<file path="config.mk">
export PLATFORM = sky130hd
export DESIGN_NAME = fetch_mem_if
export DESIGN_NICKNAME = d
export VERILOG_FILES = /design/src/rtl/fetch_mem_if_pkg.sv /design/src/rtl/inst_resp_fifo.sv /design/src/rtl/fetch_mem_if.sv
export SDC_FILE = /design/constraint.sdc
export NUM_CORES = 1
export LEC_CHECK = 0
export BUFFER_PORTS_ARGS = -buffer_cell sky130_fd_sc_hd__buf_4
export CORE_MARGIN = 2
export CORE_UTILIZATION = 45
export DETAILED_ROUTE_END_ITERATION = 10
export PLACE_DENSITY = 0.66
export SYNTH_ARGS = -nofsm -noshare
export SYNTH_HDL_FRONTEND = slang
export SYNTH_SLANG_ARGS = --single-unit
</file>
<file path="constraint.sdc">
create_clock -name iCLOCK -period 3 [get_ports iCLOCK]
set_input_delay 0.3 -clock iCLOCK [delete_from_list [all_inputs] [get_ports iCLOCK]]
set_output_delay 0.3 -clock iCLOCK [all_outputs]
set_load 0.01 [all_outputs]
</file>
<file path="src/rtl/fetch_mem_if_pkg.sv">
// Shared definitions for the instruction fetch / memory interface slice.
//   MMU_FLAGS_W    width of the per-word MMU flag field
//   RESP_W         width of one buffered response entry {pagefault, flags, data}
//   DEFAULT_DEPTH  default credit depth (in-flight plus buffered words)
package fetch_mem_if_pkg;

  localparam int unsigned MMU_FLAGS_W     = 14;
  localparam int unsigned DATA_W          = 32;
  localparam int unsigned RESP_W          = 1 + MMU_FLAGS_W + DATA_W;
  localparam int unsigned DEFAULT_DEPTH   = 4;
  localparam int unsigned DEFAULT_DEPTH_N = 2;

  typedef struct packed {
    logic                   pagefault;
    logic [MMU_FLAGS_W-1:0] flags;
    logic [DATA_W-1:0]      data;
  } resp_t;

endpackage

</file>
<file path="src/rtl/inst_resp_fifo.sv">
// Fall-through FIFO holding instruction-memory responses for the fetch stage.
//   clk_i    clock, rising edge
//   rst_i    synchronous active-high reset
//   clear_i  single-cycle clear; drops all entries, ignores push/pop that cycle
//   push_i   write data_i (accepted when not full, or full with a pop)
//   pop_i    consume head entry (ignored when empty)
//   data_o   head entry, '0 when empty
//   count_o  number of stored entries (0..DEPTH)
module inst_resp_fifo
  import fetch_mem_if_pkg::*;
#(
  parameter int unsigned DEPTH   = DEFAULT_DEPTH,
  parameter int unsigned DEPTH_N = DEFAULT_DEPTH_N
) (
  input  logic             clk_i,
  input  logic             rst_i,
  input  logic             clear_i,
  input  logic             push_i,
  input  resp_t            data_i,
  input  logic             pop_i,
  output resp_t            data_o,
  output logic [DEPTH_N:0] count_o
);

  resp_t              mem_q [DEPTH];
  logic [DEPTH_N-1:0] wr_ptr_q, rd_ptr_q;
  logic [DEPTH_N:0]   count_q, count_d;
  logic               do_push, do_pop;

  always_comb begin
    do_pop  = pop_i && (count_q != '0);
    do_push = push_i && ((count_q < (DEPTH_N+1)'(DEPTH)) || do_pop);
    count_d = count_q;
    if (do_push && !do_pop) begin
      count_d = count_q + 1'b1;
    end else if (!do_push && do_pop) begin
      count_d = count_q - 1'b1;
    end
  end

  always_ff @(posedge clk_i) begin
    if (rst_i || clear_i) begin
      wr_ptr_q <= '0;
      rd_ptr_q <= '0;
      count_q  <= '0;
    end else begin
      if (do_push) wr_ptr_q <= wr_ptr_q + 1'b1;
      if (do_pop)  rd_ptr_q <= rd_ptr_q + 1'b1;
      count_q <= count_d;
    end
  end

  // Storage is not reset; the head is masked to zero while empty instead.
  always_ff @(posedge clk_i) begin
    if (do_push) mem_q[wr_ptr_q] <= data_i;
  end

  assign data_o  = (count_q != '0) ? mem_q[rd_ptr_q] : '0;
  assign count_o = count_q;

endmodule

</file>
<file path="src/rtl/fetch_mem_if.sv">
// Credit-based bridge between the fetch stage and in-order instruction memory.
// Requests pass straight through to memory; responses are buffered one cycle
// in a fall-through FIFO. A flush turns every in-flight request into a
// discard so late responses are dropped.
//   iCLOCK / iRESET_SYNC                      clock, synchronous active-high reset
//   iFLUSH                                    drop pending and in-flight fetches
//   iFETCH_REQ/_MMUMOD/_ADDR, oFETCH_LOCK     fetch-side request, back-pressure
//   oMEM_REQ/_MMUMOD/_ADDR, iMEM_BUSY         memory-side request
//   iMEM_VALID/_PAGEFAULT/_MMU_FLAGS/_DATA    memory response (in order)
//   oINST_VALID/_PAGEFAULT/_MMU_FLAGS, oINST  buffered word to fetch stage
//   iINST_LOCK                                fetch stage holds current word
module fetch_mem_if
  import fetch_mem_if_pkg::*;
#(
  parameter int unsigned DEPTH   = DEFAULT_DEPTH,
  parameter int unsigned DEPTH_N = DEFAULT_DEPTH_N
) (
  input  logic                   iCLOCK,
  input  logic                   iRESET_SYNC,
  input  logic                   iFLUSH,
  input  logic                   iFETCH_REQ,
  input  logic [1:0]             iFETCH_MMUMOD,
  input  logic [31:0]            iFETCH_ADDR,
  output logic                   oFETCH_LOCK,
  output logic                   oMEM_REQ,
  output logic [1:0]             oMEM_MMUMOD,
  output logic [31:0]            oMEM_ADDR,
  input  logic                   iMEM_BUSY,
  input  logic                   iMEM_VALID,
  input  logic                   iMEM_PAGEFAULT,
  input  logic [MMU_FLAGS_W-1:0] iMEM_MMU_FLAGS,
  input  logic [31:0]            iMEM_DATA,
  output logic                   oINST_VALID,
  output logic                   oINST_PAGEFAULT,
  output logic [MMU_FLAGS_W-1:0] oINST_MMU_FLAGS,
  output logic [31:0]            oINST,
  input  logic                   iINST_LOCK
);

  logic [DEPTH_N:0]   inflight_q, inflight_d;
  logic [DEPTH_N:0]   discard_q, discard_d;
  logic [DEPTH_N:0]   fifo_count;
  logic [DEPTH_N+1:0] credit;
  logic               accept, resp_ok, push, pop;
  resp_t              resp_in, head;

  assign credit = {1'b0, inflight_q} + {1'b0, fifo_count};

  assign oFETCH_LOCK = iRESET_SYNC || iMEM_BUSY || iFLUSH
                    || (credit >= (DEPTH_N+2)'(DEPTH));
  assign accept      = iFETCH_REQ && !oFETCH_LOCK;
  assign oMEM_REQ    = accept;
  assign oMEM_ADDR   = iFETCH_ADDR;
  assign oMEM_MMUMOD = iFETCH_MMUMOD;

  // A response with nothing in flight is a protocol error and is ignored.
  assign resp_ok = iMEM_VALID && (inflight_q != '0);

  always_comb begin
    inflight_d = inflight_q;
    discard_d  = discard_q;
    push       = 1'b0;
    if (iFLUSH) begin
      // Everything still outstanding after this cycle becomes a discard.
      inflight_d = inflight_q - {{DEPTH_N{1'b0}}, resp_ok};
      discard_d  = inflight_q - {{DEPTH_N{1'b0}}, resp_ok};
    end else begin
      if (accept && !resp_ok && (inflight_q < (DEPTH_N+1)'(DEPTH))) begin
        inflight_d = inflight_q + 1'b1;
      end else if (!accept && resp_ok) begin
        inflight_d = inflight_q - 1'b1;
      end
      if (resp_ok) begin
        if (discard_q != '0) begin
          discard_d = discard_q - 1'b1;
        end else begin
          push = 1'b1;
        end
      end
    end
  end

  always_ff @(posedge iCLOCK) begin
    if (iRESET_SYNC) begin
      inflight_q <= '0;
      discard_q  <= '0;
    end else begin
      inflight_q <= inflight_d;
      discard_q  <= discard_d;
    end
  end

  assign resp_in = '{pagefault: iMEM_PAGEFAULT, flags: iMEM_MMU_FLAGS, data: iMEM_DATA};

  assign oINST_VALID     = (fifo_count != '0) && !iFLUSH;
  assign pop             = oINST_VALID && !iINST_LOCK;
  assign oINST_PAGEFAULT = head.pagefault;
  assign oINST_MMU_FLAGS = head.flags;
  assign oINST           = head.data;

  inst_resp_fifo #(
    .DEPTH  (DEPTH),
    .DEPTH_N(DEPTH_N)
  ) u_fifo (
    .clk_i  (iCLOCK),
    .rst_i  (iRESET_SYNC),
    .clear_i(iFLUSH),
    .push_i (push),
    .data_i (resp_in),
    .pop_i  (pop),
    .data_o (head),
    .count_o(fifo_count)
  );

endmodule

</file>
# Word level (Yosys, flattened, before mapping)
# Memories as Yosys holds them, arrays and structs flattened. A register that Yosys moved wholly into a read port is not among the register bits.
# Index checks and enable logic that the tools add are counted.
[op_classes] n_mux=16 magnitude_cmp=3 n_reduce_logical=31 n_addsub=9
[ops] cell="$mux 47" n=1
[ops] cell="$mux 3" n=8
[ops] cell="$reduce_bool 3->1" n=4
[ops] cell="$logic_and 1x1->1" n=11
[ops] cell="$sub 3x1->3 const B" n=3
[ops] cell="$logic_not 1->1" n=7
[ops] cell="$add 3x1->3 const B" n=2
[ops] cell="$lt 3x3->1 const B" n=2
[ops] cell="$reduce_bool 2->1" n=3
[ops] cell="$logic_or 1x1->1" n=5
[ops] cell="$mux 1" n=5
[ops] cell="$add 2x1->2 const B" n=2
[ops] cell="$add 3x3->4" n=1
[ops] cell="$ge 4x3->1 const B" n=1
[ops] cell="$mux 2" n=2
[ops] cell="$sub 3x1->3" n=1
[ops] cell="$reduce_and 2->1" n=1
[totals] register_bits=13 out_inout_bits=84 elab_cells=65 ram_bits=188 n_memories=1
[memory_table] name="u_fifo.mem_q" words=4 width=47 rd=1 rd_ports_with_merged_regs=1 write_ports=1 line_no="inst_resp_fifo.sv:25" text="resp_t mem_q [DEPTH];"

# Logic depth before layout (Yosys ltp)
[depth] word_depth=10 depth_mapped=10 mapped_depth_nobuf=10

# Hierarchy
# A second synthesis with hierarchy kept.
[unflattened] hier_cells=454 hier_area_um2=8443.1
[modules_own_cells] module="inst_resp_fifo" seq_area_each_um2=5825.6 cells_per_inst=347 instances=1 area_per_inst_um2=7568.5
[modules_own_cells] module="fetch_mem_if" seq_area_each_um2=120.1 cells_per_inst=107 instances=1 area_per_inst_um2=874.6

# Least setup slack after synthesis
# Ideal clock, no wire load.
[synth_timing] kind="reg2reg" start="reg discard_q[0]" end="mem u_fifo.mem_q[1][0] (netlist bit) (enable)" required_ns=2.591 setup_ns=0.409 path_buffers=0 t_arrival_ns=2.175 stages_incl_launch_ff=6 setup_slack_ns=0.415 cell_sequence="dfxtp_1 inv_1 ha_1 nand2b_1 nor4b_4 and2_1"
[synth_via] elab_chain_cells=7
[synth_lines] element="start, declared" line_no="fetch_mem_if.sv:41" text="logic [DEPTH_N:0] discard_q, discard_d;"
[synth_lines] element="start signal, assigned" line_no="fetch_mem_if.sv:89" text="discard_q <= discard_d;"
[synth_lines] element="$reduce_bool 3->1" line_no="fetch_mem_if.sv:74" text="if (discard_q != '0) begin"
[synth_lines] element="$mux 1" line_no="fetch_mem_if.sv:74"
[synth_lines] element="$mux 1" line_no="fetch_mem_if.sv:73" text="if (resp_ok) begin"
[synth_lines] element="$mux 1" line_no="fetch_mem_if.sv:63" text="if (iFLUSH) begin"
[synth_lines] element="$logic_and 1x1->1" line_no="inst_resp_fifo.sv:32" text="do_push = push_i && ((count_q < (DEPTH_N+1)'(DEPTH)) || do_pop);"
[synth_lines] element="via u_fifo.do_push" line_no="inst_resp_fifo.sv:28" text="logic do_push, do_pop;"
[synth_lines] element="$mux 1" line_no="inst_resp_fifo.sv:55" text="if (do_push) mem_q[wr_ptr_q] <= data_i;"
[synth_lines] element="$mux 1 (implied by the code)" line_no="inst_resp_fifo.sv:55"
[synth_lines] element="end, declared" line_no="inst_resp_fifo.sv:25"
# The timed path passes the listed nets, and every way through them passes these cells.

# Worst setup path in the final report
[layout_timing] start="reg inflight_q[2]" end="reg inflight_q[2]"
[layout_via] elab_chain_cells=9 elab_cells_between_ends=20 cone_classes="add/sub: 4; order compare: 2; mux: 3; reduce/logical: 11"
[layout_lines] element="start, declared" line_no="fetch_mem_if.sv:40" text="logic [DEPTH_N:0] inflight_q, inflight_d;"
[layout_lines] element="start signal, assigned" line_no="fetch_mem_if.sv:88" text="inflight_q <= inflight_d;"
[layout_lines] element="$add 3x3->4" line_no="fetch_mem_if.sv:47" text="assign credit = {1'b0, inflight_q} + {1'b0, fifo_count};"
[layout_lines] element="$ge 4x3->1" line_no="fetch_mem_if.sv:50" text="|| (credit >= (DEPTH_N+2)'(DEPTH));"
[layout_lines] element="$logic_or 1x1->1" line_no="fetch_mem_if.sv:50"
[layout_lines] element="$logic_not 1->1" line_no="fetch_mem_if.sv:51" text="assign accept = iFETCH_REQ && !oFETCH_LOCK;"
[layout_lines] element="$logic_and 1x1->1" line_no="fetch_mem_if.sv:51"
[layout_lines] element="$logic_and 1x1->1 (2 in a row)" line_no="fetch_mem_if.sv:68" text="if (accept && !resp_ok && (inflight_q < (DEPTH_N+1)'(DEPTH))) begin"
[layout_lines] element="$mux 3" line_no="fetch_mem_if.sv:68"
[layout_lines] element="$mux 3" line_no="fetch_mem_if.sv:63"
# Several ways; a longest one is shown, not always the timed one. The select of a mux whose other input is x is not followed.
# A chain may end at the register's enable or synchronous reset.

==> summary.txt <==
Clock root buffer - clkbuf_16
Clock Path Buffers - 3
Met1 Usage GRT - 21.40%
RSZ-0062 raised after global routing - no
Pre-CTS WS - 0.2860 ns
Max_slew headroom - 53.95%
M3 GR Usage - 4.178%
Setup Fix Bufs, Post-CTS - 0
Critical-path cell list - ha_1 > nor4_4 > and2_1 > nand4_1 > fa_1 > o31a_1 > o32ai_1
DRT antenna net count - 0
Most used routing layer - met2
Top-count cell post-synth - edfxtp_1
Post-Place Cells - 743
Worst-skew pair later-pin latency - 0.49 ns
Leakage - 3.565 nW
Worst Max-Slew Pin Slew - 0.6908 ns
CP max-delay cell - dfxtp_1
Fin area - 10440 um^2
Multi-input gate area - 2078 um^2
Via Count - 4327
Power Total - 6.657 mW
Vias in the first global route - 4745
Gr ovfl total - 0
WHS Path Cells - 1
CTS sink cnt - 203
Synthesis-to-layout area growth - 24.07%
Max Fclk - 360.0 MHz
Worst vdd ir - 0.0006010 V
Setup TNS - 0 ns
Mapped Cells - 448
CP peak stage delay - 0.58 ns
Antenna Cells - 0
Async set-reset flop share out of synthesis - 0%
Synth top cells by count - edfxtp_1, nor2b_1, mux4_2
Seq/Total Area, Yosys - 70.65%
Wire length per cell - 19.53 um
Starting density of the core - 45.45%
Synth area leaders - edfxtp_1, mux4_2, dfxtp_1
Gpl congestion - 0.7611
Layout Skew - 0.005319 ns
Startpoint types - flip-flop
Final Hold Vio Count - 0
Fin. max-slew vios - 0
Largest net degree at the start of global routing - 50
Die Y - 140.8 um
Total track usage - 16.54%
Worst EP arrival - 3.16 ns
Most used flip-flop cell after synthesis - edfxtp_1
# fillers - 1430
CORE AREA - 18520 um^2
Post-synthesis cell type count - 48
Min Hold Slack - 0.01833 ns
Final setup vio count - 0
Vias per cell - 5.232
Status - finished clean
Synth top area share - 67.08%
Reg2Reg Depth - 7
Port Buf Inserts - 103
DRC - 0
Die Width - 140.8 um
Grt met2 use - 28.11%
Worst min-delay path category - input pin to flip-flop
Max-cap violation count - 0
Fin crit share - 92.60%
Critical path type - flip-flop to flip-flop
Cell Area, Synth - 8416 um^2
Post-Syn Area per Cell - 18.78 um^2
Total wire length - 16.16 mm
Synthesized flop and latch total - 203
Dpl hpwl - 9.307 mm
CP max FO - 12
Nets - 679
Share of post-route cells with drive strength above 1 - 35.08%
Sequential cell area - 5951 um^2
DR iter-0 viols - 215
Crit end category - flip-flop
Worst EP required - 3.39 ns
Leading area contributor after synthesis - edfxtp_1
Synth Net Count - 549
Yosys warnings - 0
Finished Core Util - 56.39%
Clock transition at path regs - 0.06 ns
Final Worst Setup Slack - 0.2219 ns
Post-Layout Cell Count - 827
Initial antenna violation count - 0
# hold bufs at CTS - 45
Site Rows - 50
Post-CTS Resized - 0
CTS tree - built
First-pass GRT wire length - 25.56 mm
P per Cell Area - 637.6 nW/um^2
# IOs - 172
CTS H-Tree Depth - 1
Die footprint - 19810 um^2
CTS Buf Count - 22
Period minus WS final - 2.778 ns
EDFF count, synth - 188
First-pass iteration count of the detailed router - 4
Placed Area - 9265 um^2
registers in the layout, indices dropped and copies added (netlist names), named ones only:
| name | cells |
|---|---|
| u_fifo.mem_q | 188 |
| discard_q | 3 |
| inflight_q | 3 |
| u_fifo.count_o | 3 |
| u_fifo.rd_ptr_q | 2 |
| u_fifo.wr_ptr_q | 2 |
worst max-delay path, delay by kind of cell, from the launching register on:
family          cells  cell delay (ns)
flops               1             0.58
simple gates        3             0.71
fa+ha+maj           2             0.78
compound gates      2             0.60
layout by cell type, fill, tap and decap left out, drive strengths merged, types with 3 or more instances in the layout:
cell type	synthesis	layout
a21oi	5	5
and2	7	7
buf	47	114
bufinv	0	3
clkbuf	6	26
clkinv	0	8
dfxtp	15	15
dlygate4sd3	0	45
edfxtp	188	188
ha	11	11
inv	10	10
mux2i	3	3
mux4	47	47
nand2	5	5
nand2b	3	3
nor2	13	13
nor2b	48	48
xnor2	4	4
xor2	3	3
area by class of cell:
type                    count  share of cell area, %
flip-flops and latches    203                  56.99
multi-input cells         182                  19.90
repair buffers            159                  12.99
clock buffers              26                  5.620
well taps                 234                  2.804
clock inverters            13                  1.330
inverters                  10                 0.3595
worst paths after layout:
path / startpoint / endpoint / slack [ns]
setup / recovery: inflight_q[2]$_SDFFE_PP0P_ / inflight_q[2]$_SDFFE_PP0P_ / 0.22
hold / removal: iMEM_DATA[2] / u_fifo.mem_q[2][2]$_DFFE_PP_ / 0.02
setup reg to reg: inflight_q[2]$_SDFFE_PP0P_ / inflight_q[2]$_SDFFE_PP0P_ / 0.22
hold reg to reg: u_fifo.rd_ptr_q[1]$_SDFFE_PP0P_ / flip-flop / 0.51
layer usage:
layer	part of all wire (%)	wire [um]	vias up
met5	0	0	-
met4	1.6	253	0
met3	6.5	1056	31
met2	50	8047	148
met1	42	6797	2183
li1	-	-	1965
power breakdown:
| group | leakage (nW) | internal (mW) | total (mW) | switching (mW) |
|---|---|---|---|---|
| Sequential | 1.82 | 3.18 | 3.24 | 0.0559 |
| Combinational | 1.40 | 0.385 | 0.757 | 0.372 |
| Clock | 0.349 | 1.65 | 2.66 | 1.02 |
kinds of logic (layout without fill, tap and decap cells):
kind of cell | count (synthesis) | after routing | share of synthesized area [%]
and+or+nand+nor | 89 | 89 | 6.557
xor gates and xnor gates | 7 | 7 | 0.7285
DFF | 203 | 203 | 70.65
adders and majority gates | 13 | 13 | 2.111
muxes | 51 | 51 | 13.07
AOI/OAI and AO/OA | 22 | 22 | 2.111
buffers and inverters | 63 | 208 | 4.772
Note: power is estimated with default switching activity, not from simulation.
